[src/rtl/tmds_pkg.sv]
// Shared constants and helpers for the DVI 1.0 TMDS encoder: symbol and disparity
// widths, the four control-period codes, and the stage-1 transition-minimising math.
package tmds_pkg;

    localparam int SYM_W  = 10;
    localparam int DISP_W = 5;

    localparam logic [SYM_W-1:0] CTRL_00 = 10'b1101010100;
    localparam logic [SYM_W-1:0] CTRL_01 = 10'b0010101011;
    localparam logic [SYM_W-1:0] CTRL_10 = 10'b0101010100;
    localparam logic [SYM_W-1:0] CTRL_11 = 10'b1010101011;

    function automatic logic [3:0] popcount8(input logic [7:0] v);
        logic [3:0] n;
        n = 4'd0;
        for (int i = 0; i < 8; i++) begin
            n = n + {3'b000, v[i]};
        end
        return n;
    endfunction

    // XNOR chain when the byte is ones-heavy (or balanced with d[0]=0), XOR chain
    // otherwise; bit 8 records which chain was used (1 = XOR).
    function automatic logic [8:0] transition_min(input logic [7:0] d);
        logic [3:0] n1;
        logic       use_xnor;
        logic [8:0] qm;
        n1       = popcount8(d);
        use_xnor = (n1 > 4'd4) || ((n1 == 4'd4) && (d[0] == 1'b0));
        qm       = 9'd0;
        qm[0]    = d[0];
        for (int i = 1; i < 8; i++) begin
            if (use_xnor) begin
                qm[i] = ~(qm[i-1] ^ d[i]);
            end else begin
                qm[i] = qm[i-1] ^ d[i];
            end
        end
        qm[8] = ~use_xnor;
        return qm;
    endfunction

endpackage

[src/rtl/tmds_channel_encoder.sv]
// One TMDS lane: stage 1 transition minimisation, stage 2 DC balancing with its own
// running disparity counter, or a control code while data_enable is low.
module tmds_channel_encoder
    import tmds_pkg::*;
(
    input  logic             clk,
    input  logic             reset_n,
    input  logic [7:0]       d,
    input  logic             de,
    input  logic             c0,
    input  logic             c1,
    output logic [SYM_W-1:0] sym
);

    logic [8:0]               q_m_s;
    logic [8:0]               q_m_r;
    logic [3:0]               n1_r;
    logic                     de_r;
    logic [1:0]               ctrl_r;
    logic signed [DISP_W-1:0] diff_s;
    logic signed [DISP_W-1:0] cnt_s;
    logic signed [DISP_W-1:0] cnt_r;
    logic [SYM_W-1:0]         sym_s;
    logic [SYM_W-1:0]         sym_r;

    assign q_m_s = transition_min(d);

    // Stage 1 register: q_m, its ones count, and the DE/control alignment bits
    always_ff @(posedge clk or negedge reset_n) begin
        if (!reset_n) begin
            q_m_r  <= 9'd0;
            n1_r   <= 4'd0;
            de_r   <= 1'b0;
            ctrl_r <= 2'b00;
        end else begin
            q_m_r  <= q_m_s;
            n1_r   <= popcount8(q_m_s[7:0]);
            de_r   <= de;
            ctrl_r <= {c1, c0};
        end
    end

    // N1 - N0 of q_m[7:0], range -8..+8
    assign diff_s = $signed({1'b0, n1_r}) - $signed(5'd8 - {1'b0, n1_r});

    // Stage 2 decode: symbol selection and next running disparity
    always_comb begin
        sym_s = CTRL_00;
        cnt_s = cnt_r;
        if (!de_r) begin
            cnt_s = 5'sd0;
            case (ctrl_r)
                2'b00:   sym_s = CTRL_00;
                2'b01:   sym_s = CTRL_01;
                2'b10:   sym_s = CTRL_10;
                2'b11:   sym_s = CTRL_11;
                default: sym_s = CTRL_00;
            endcase
        end else if ((cnt_r == 5'sd0) || (diff_s == 5'sd0)) begin
            sym_s = {~q_m_r[8], q_m_r[8], (q_m_r[8] ? q_m_r[7:0] : ~q_m_r[7:0])};
            if (q_m_r[8]) begin
                cnt_s = cnt_r + diff_s;
            end else begin
                cnt_s = cnt_r - diff_s;
            end
        end else if (((cnt_r > 5'sd0) && (diff_s > 5'sd0)) ||
                     ((cnt_r < 5'sd0) && (diff_s < 5'sd0))) begin
            sym_s = {1'b1, q_m_r[8], ~q_m_r[7:0]};
            cnt_s = cnt_r + $signed({3'b000, q_m_r[8], 1'b0}) - diff_s;
        end else begin
            sym_s = {1'b0, q_m_r[8], q_m_r[7:0]};
            cnt_s = cnt_r - $signed({3'b000, ~q_m_r[8], 1'b0}) + diff_s;
        end
    end

    // Stage 2 register: output symbol and running disparity
    always_ff @(posedge clk or negedge reset_n) begin
        if (!reset_n) begin
            sym_r <= CTRL_00;
            cnt_r <= 5'sd0;
        end else begin
            sym_r <= sym_s;
            cnt_r <= cnt_s;
        end
    end

    assign sym = sym_r;

endmodule

[src/rtl/tmds_encoder.sv]
// Three-lane DVI TMDS encoder. Routes colour data to lanes (optionally swapping
// red/blue); sync always rides on lane 0, lanes 1 and 2 carry control code 00.
module tmds_encoder
    import tmds_pkg::*;
#(
    parameter bit SWAP_RB = 1'b0
) (
    input  logic             clk,
    input  logic             reset_n,
    input  logic [7:0]       data_red,
    input  logic [7:0]       data_green,
    input  logic [7:0]       data_blue,
    input  logic             data_enable,
    input  logic             hSync,
    input  logic             vSync,
    output logic [SYM_W-1:0] tmds_ch0,
    output logic [SYM_W-1:0] tmds_ch1,
    output logic [SYM_W-1:0] tmds_ch2
);

    logic [7:0] ch0_data_s;
    logic [7:0] ch2_data_s;

    assign ch0_data_s = SWAP_RB ? data_red  : data_blue;
    assign ch2_data_s = SWAP_RB ? data_blue : data_red;

    tmds_channel_encoder u_ch0 (
        .clk     (clk),
        .reset_n (reset_n),
        .d       (ch0_data_s),
        .de      (data_enable),
        .c0      (hSync),
        .c1      (vSync),
        .sym     (tmds_ch0)
    );

    tmds_channel_encoder u_ch1 (
        .clk     (clk),
        .reset_n (reset_n),
        .d       (data_green),
        .de      (data_enable),
        .c0      (1'b0),
        .c1      (1'b0),
        .sym     (tmds_ch1)
    );

    tmds_channel_encoder u_ch2 (
        .clk     (clk),
        .reset_n (reset_n),
        .d       (ch2_data_s),
        .de      (data_enable),
        .c0      (1'b0),
        .c1      (1'b0),
        .sym     (tmds_ch2)
    );

endmodule

[config.mk]
export PLATFORM = sky130hd
export DESIGN_NAME = tmds_encoder
export DESIGN_NICKNAME = d
export VERILOG_FILES = /design/src/rtl/tmds_pkg.sv /design/src/rtl/tmds_channel_encoder.sv /design/src/rtl/tmds_encoder.sv
export SDC_FILE = /design/constraint.sdc
export NUM_CORES = 1
export LEC_CHECK = 0
export CORE_UTILIZATION = 42
export DETAILED_ROUTE_END_ITERATION = 7
export PLACE_DENSITY = 0.66
export SKIP_LAST_GASP = 1
export SYNTH_ARGS = -nofsm -noshare
export SYNTH_HDL_FRONTEND = slang
export SYNTH_SLANG_ARGS = --single-unit
[constraint.sdc]
create_clock -name clk -period 2.3 [get_ports clk]
set_clock_uncertainty 0.05 [all_clocks]
set_input_delay 0.46 -clock clk [delete_from_list [all_inputs] [get_ports clk]]
set_output_delay 0.46 -clock clk [all_outputs]
set_load 0.01 [all_outputs]
Yosys cells after proc, flatten, opt, wreduce, memory -nomap -nowiden
Cells that the tools add are included.
{"block": "op_classes", "n_addsub": 66, "reduce_logical": 25, "muxes": 46, "order_cmp": 15, "n_eq_ne": 6, "bitwise": 54}
{"op": "4-bit by 1-bit adder with 4-bit output", "count": 36}
{"op": "10-bit two-way mux", "count": 9}
{"op": "5-bit two-way mux", "count": 12}
{"op": "5-bit subtractor", "count": 9}
{"op": "10-bit one-hot mux with 4 select lines", "count": 1}
{"op": "5-bit adder", "count": 6}
{"op": "5-bit by 1-bit > comparator with 1-bit output, second input constant", "count": 6}
{"op": "5-bit zero test", "count": 6}
{"op": "5-bit by 1-bit less-than comparator with 1-bit output, second input constant", "count": 6}
{"op": "1-bit NOT", "count": 30}
{"op": "8-bit two-way mux", "count": 3}
{"op": "8-bit NOT", "count": 3}
{"op": "1-bit two-way mux", "count": 21}
{"op": "1-bit XOR", "count": 21}
{"op": "5-bit by 3-bit adder with 5-bit output", "count": 3}
{"op": "4-bit by 4-bit subtractor with 5-bit output, first input constant", "count": 3}
{"op": "5-bit by 3-bit subtractor with 5-bit output", "count": 3}
{"op": "1-bit by 1-bit adder with 2-bit output", "count": 6}
{"op": "4-bit by 3-bit equality test with 1-bit output, second input constant", "count": 3}
{"op": "4-bit by 3-bit > comparator with 1-bit output, second input constant", "count": 3}
{"op": "1-bit logical AND", "count": 9}
{"op": "1-bit logical OR", "count": 9}
{"op": "2-bit equality test, second input constant", "count": 2}
{"op": "2-bit by 1-bit equality test with 1-bit output, second input constant", "count": 1}
{"op": "2-bit zero test", "count": 1}
{"block": "totals", "word_cells": 226, "inputBits": 29, "output_inout_bits": 30, "register_bits": 87}

Longest topological paths before layout
{"block": "depth", "word_depth": 30, "depth_mapped": 20, "mapped_depth_nobuf": 20}

Modules after synthesis
A second synthesis with hierarchy kept.
{"block": "hier_totals", "cells_unflattened": 581, "area_unflattened_um2": 6402.4}
{"module": "tmds_channel_encoder (u_ch0)", "cells_each": 193, "seq_area_each_um2": 757.0, "area_each_um2": 2144.6, "n_inst": 1}
{"module": "tmds_channel_encoder (u_ch1)", "cells_each": 193, "seq_area_each_um2": 757.0, "area_each_um2": 2143.3, "n_inst": 1}
{"module": "tmds_channel_encoder (u_ch2)", "cells_each": 194, "seq_area_each_um2": 757.0, "area_each_um2": 2110.8, "n_inst": 1}
{"module": "tmds_encoder", "cells_each": 1, "seq_area_each_um2": 0.0, "area_each_um2": 3.8, "n_inst": 1}

Worst setup path before layout
OpenSTA, ideal clock, no wires.
{"block": "synth_path", "kind": "input-to-reg", "from": "input port data_blue[0]", "to": "register u_ch0.n1_r[2]", "cell_stages": 20, "slack_ps": -3582, "arrival_time_ps": 5709, "n_path_buf": 0, "setup_time_ps": 123, "required_time_ps": 2127, "path_cell_list": "ha_1 > inv_1 > fa_1 > fa_1 > inv_1 > fa_1 > fa_1 > nor3b_1 > o21ai_0 > a21oi_1 > xnor2_1 > ha_1 > inv_1 > fa_1 > inv_1 > fa_1 > inv_1 > fa_1 > fa_1 > xnor2_1"}
{"block": "synth_between", "elab_chain_cells": 30, "elab_cells_between_ends": 40, "classes_between": "add/sub (14); order compare (1); eq/ne (1); mux (7); bitwise (15); reduce/logical (2)"}
{"element": "start: declaration", "line": "tmds_encoder.sv:12", "text": "input logic [7:0] data_blue,"}
{"element": "parallel branches: the longest is 10 deep, another holds 4-bit by 1-bit adder with 4-bit output"}
{"element": "1-bit two-way mux (*)", "line": "tmds_pkg.sv:33", "text": "if (use_xnor) begin"}
{"element": "net u_ch0.q_m_s[1]", "line": "tmds_channel_encoder.sv:15", "text": "logic [8:0] q_m_s;"}
{"element": "parallel branches: the longest is 18 deep, another holds 4-bit by 1-bit adder with 4-bit output"}
{"element": "4-bit by 1-bit adder with 4-bit output (*)", "line": "tmds_pkg.sv:17", "text": "n = n + {3'b000, v[i]};"}
{"element": "end signal: assignment", "line": "tmds_channel_encoder.sv:37", "text": "n1_r <= popcount8(q_m_s[7:0]);"}
{"element": "end: declaration", "line": "tmds_channel_encoder.sv:17", "text": "logic [3:0] n1_r;"}
Mark *: on every way through the listed nets, which the timed path passes.

Worst setup path in the final report
{"block": "layout_path", "from": "input port data_green[0]", "to": "register u_ch1.n1_r[1]"}
{"block": "layout_between", "elab_chain_cells": 30, "elab_cells_between_ends": 40, "classes_between": "add/sub (14); order compare (1); eq/ne (1); mux (7); bitwise (15); reduce/logical (2)"}
{"element": "start: declaration", "line": "tmds_encoder.sv:11", "text": "input logic [7:0] data_green,"}
{"element": "parallel branches: the longest is 10 deep, another holds 4-bit by 1-bit adder with 4-bit output"}
{"element": "1-bit two-way mux (*)", "line": "tmds_pkg.sv:33"}
{"element": "net u_ch1.q_m_s[1]", "line": "tmds_channel_encoder.sv:15"}
{"element": "parallel branches: the longest is 18 deep, another holds 4-bit by 1-bit adder with 4-bit output"}
{"element": "4-bit by 1-bit adder with 4-bit output (*)", "line": "tmds_pkg.sv:17"}
{"element": "end signal: assignment", "line": "tmds_channel_encoder.sv:37"}
{"element": "end: declaration", "line": "tmds_channel_encoder.sv:17"}
Marked as above.

==> metrics.md <==
| Metric | Value |
|---|---|
| Net count, final | 863 |
| First-iteration detailed-routing DRC count | 157 |
| Relative slew slack | 53.3% |
| I/O pin total | 59 |
| Sequential fraction of the synthesis area | 35.2% |
| Placer Congestion | 0.844 |
| DP HPWL | 9.28 mm |
| Area growth syn-to-layout | 41.5% |
| Ys Warns | 0 |
| Peak Freq | 186 MHz |
| Area leader, netlist | dfrtp_1 |
| Via count | 4168 |
| DRT antenna net count | 0 |
| Starting Density | 43.3% |
| WL/cell | 13.5 um |
| Largest net degree at the start of global routing | 85 |
| Chip Width | 122 um |
| Critical path type | primary input to flip-flop |
| First-pass GRT wire length | 20.3 mm |
| Arr. time, crit path | 5.55 ns |
| Failing checks | negative setup slack |
| Most common cell after layout, fill and taps aside | buf_4 |
| Layout cells sized above 1 | 36.3% |
| Die Y | 122 um |
| All-Layer GR Usage | 17.6% |
| CTS tree | done |
| Status | complete, but fails checks |
| Synth cell types | 31 |
| Top post-synthesis cells by area | dfrtp_1 (29%), ha_1 (15%), fa_1 (13%) |
| Leading cell types in the layout, fill and taps excluded | buf_4 (97), inv_1 (83), dfrtp_1 (68) |
| Mapped cell area | 0.00603 mm2 |
| Cells after Synth | 545 |
| Max-cap viol count | 0 |
| Syn_area_per_cell | 11.1 um2 |
| Hold crit path type | primary input to asynchronous set/reset pin |
| Sink Count | 84 |
| Worst endpoint required time | 2.48 ns |
| Startpoint types | primary input |
| Reg clk slew, reported paths | 0.06 ns |
| Post-Synthesis Net Count | 686 |
| CTS buffer count | 9 |
| Initial antenna violation count | 0 |
| CP endpoint kind | flip-flop |
| Vias in the first global route | 4514 |
| Setup TNS | -50.17 ns |
| Storage cell area | 0.00212 mm2 |
| Multi-input logic area | 0.00396 mm2 |
| Count of pins over their slew limit | 0 |
| PnR worst setup slack | -3.07 ns |
| Number of synthesized register bits | 84 |
| Worst slew pin tran | 0.695 ns |
| Synth top area share | 28.6% |
| Core area | 0.0139 mm2 |
| CTS H-tree depth | 3 |
| DR pass1 iterations | 4 |
| Clock Root Buffer | clkbuf_16 |
| Vias per inst | 4.60 |
| Final setup fails | 27 |
| Worst skew pair latency | 0.34 ns |
| Period utilisation layout | 233% |
| Critical path peak fanout | 2 |
| Cells on worst reg2reg path | 8 |
| Fill count | 1119 |
| Min Tclk post-route | 5.37 ns |
| CTS Buffer Depth | 2 |
| Post-detailed-routing wire length | 12.2 mm |
| DR DRC count | 0 |
| Number of rows in the core area | 43 |
| ANT cells | 0 |
| RSZ-0062 raised after global routing | true |
| Fin. Hold Viols | 0 |
| Die area | 0.0148 mm2 |
| PortBufs | 58 |
| Overflow after GRT | 0 |
| Cts hold-fix bufs | 0 |
==> synth_stat cells <==
cell / number
ha_1: 73
xor2_1: 19
xnor2_1: 67
a31oi_4: 3
fa_1: 39
clkbuf_1: 5
nand3_1: 3
o21ai_4: 3
dfstp_2: 15
or3b_1: 3
o21a_1: 2
nand3b_1: 2
mux2_2: 6
a2111oi_2: 3
mux2i_2: 3
a21oi_1: 27
nor2b_1: 3
o2111ai_1: 3
nand2_1: 14
mux2i_1: 9
a21o_1: 6
nor3_1: 4
or3_4: 3
o21ai_0: 10
inv_1: 107
nor3b_1: 9
nand2b_1: 2
dfrtp_1: 69
a211o_2: 3
nor2_1: 27
a211oi_1: 3
==> area by class of cell <==
class | instances | share of cell area [%]
Clock buffer | 10 | 2.80
Tap cell | 180 | 2.64
Timing Repair Buffer | 171 | 17.8
Inverter | 107 | 4.71
Sequential cell | 84 | 24.9
Multi-Input combinational cell | 349 | 46.4
Clock inverter | 6 | 0.836
==> worst max-delay path, stage by stage <==
cell and delay, ns:
buf_6 0.10, ha_4 0.26, inv_2 0.03, fa_1 0.45
fa_1 0.51, inv_2 0.04, fa_2 0.34, fa_1 0.45
nor3b_2 0.22, o21ai_1 0.10, a21oi_2 0.22, xnor2_2 0.10
ha_1 0.29, inv_2 0.04, fa_1 0.51, fa_2 0.46
fa_2 0.41, fa_2 0.52, inv_1 0.04
==> layer usage <==
| metal | GRT usage [%] | wire length [um] |
|---|---|---|
| met5 | 0 | 0 |
| met4 | 6.79 | 208 |
| met3 | 1.64 | 234 |
| met2 | 30.4 | 6260 |
| met1 | 22.7 | 5500 |
==> sequential cells by signal, indices dropped and copies added (netlist names), 9 cells and up <==
name	flops
u_ch1.sym	10
u_ch1.q_m_r	9
u_ch0.sym	10
u_ch2.q_m_r	9
u_ch0.q_m_r	9
u_ch2.sym	10
==> per-stage QoR <==
step	cells	setup slack (ns)	hold WS [ns]	cell area, um2	utilization, %
2_1_floorplan	545	-3.27	0.114	6190	-
3_3_place_gp	874	-3.70	0.428	7740	55.5
3_5_place_dp	874	-3.80	0.431	7740	55.5
4_1_cts	900	-3.14	0.119	8250	59.2
5_1_grt	907	-3.26	0.124	8530	61.2
6_report	907	-3.07	0.0830	8530	61.2
==> path summary, 6_finish.rpt <==
check                                from              to  slack [ns]
setup / recovery            data_green[0]   u_ch1.n1_r[1]       -3.07
hold reg to reg            u_ch1.q_m_r[6]    u_ch1.sym[6]        0.44
max in group asynchronous         reset_n    u_ch2.sym[6]        1.72
hold / removal                    reset_n  u_ch1.q_m_r[0]        0.08
setup reg to reg            u_ch2.n1_r[0]  u_ch2.cnt_r[3]        0.01
min in group clk            data_green[0]  u_ch1.q_m_r[0]        0.29
==> kinds of logic (layout without fill, tap and decap cells) <==
group	Yosys count	in the layout	share of synthesized area [%]
mux	18	18	3.30
compound gates	63	63	7.99
simple gates	70	70	6.02
flops	84	84	35.2
buf+inv	112	294	6.97
fa+ha+maj	112	112	28.1
xor+xnor	86	86	12.5
==> timing repair <==
action | 4_1_cts | 5_1_grt
pin swaps | 41 | 59
setup buffers | 15 | 14
endpoints found under the setup margin | 36 | 40
gates resized for setup | 68 | 44
Power is left out: the tool's default activity adds up to more than one toggle a clock period on the data nets, which glitch-free logic cannot reach.
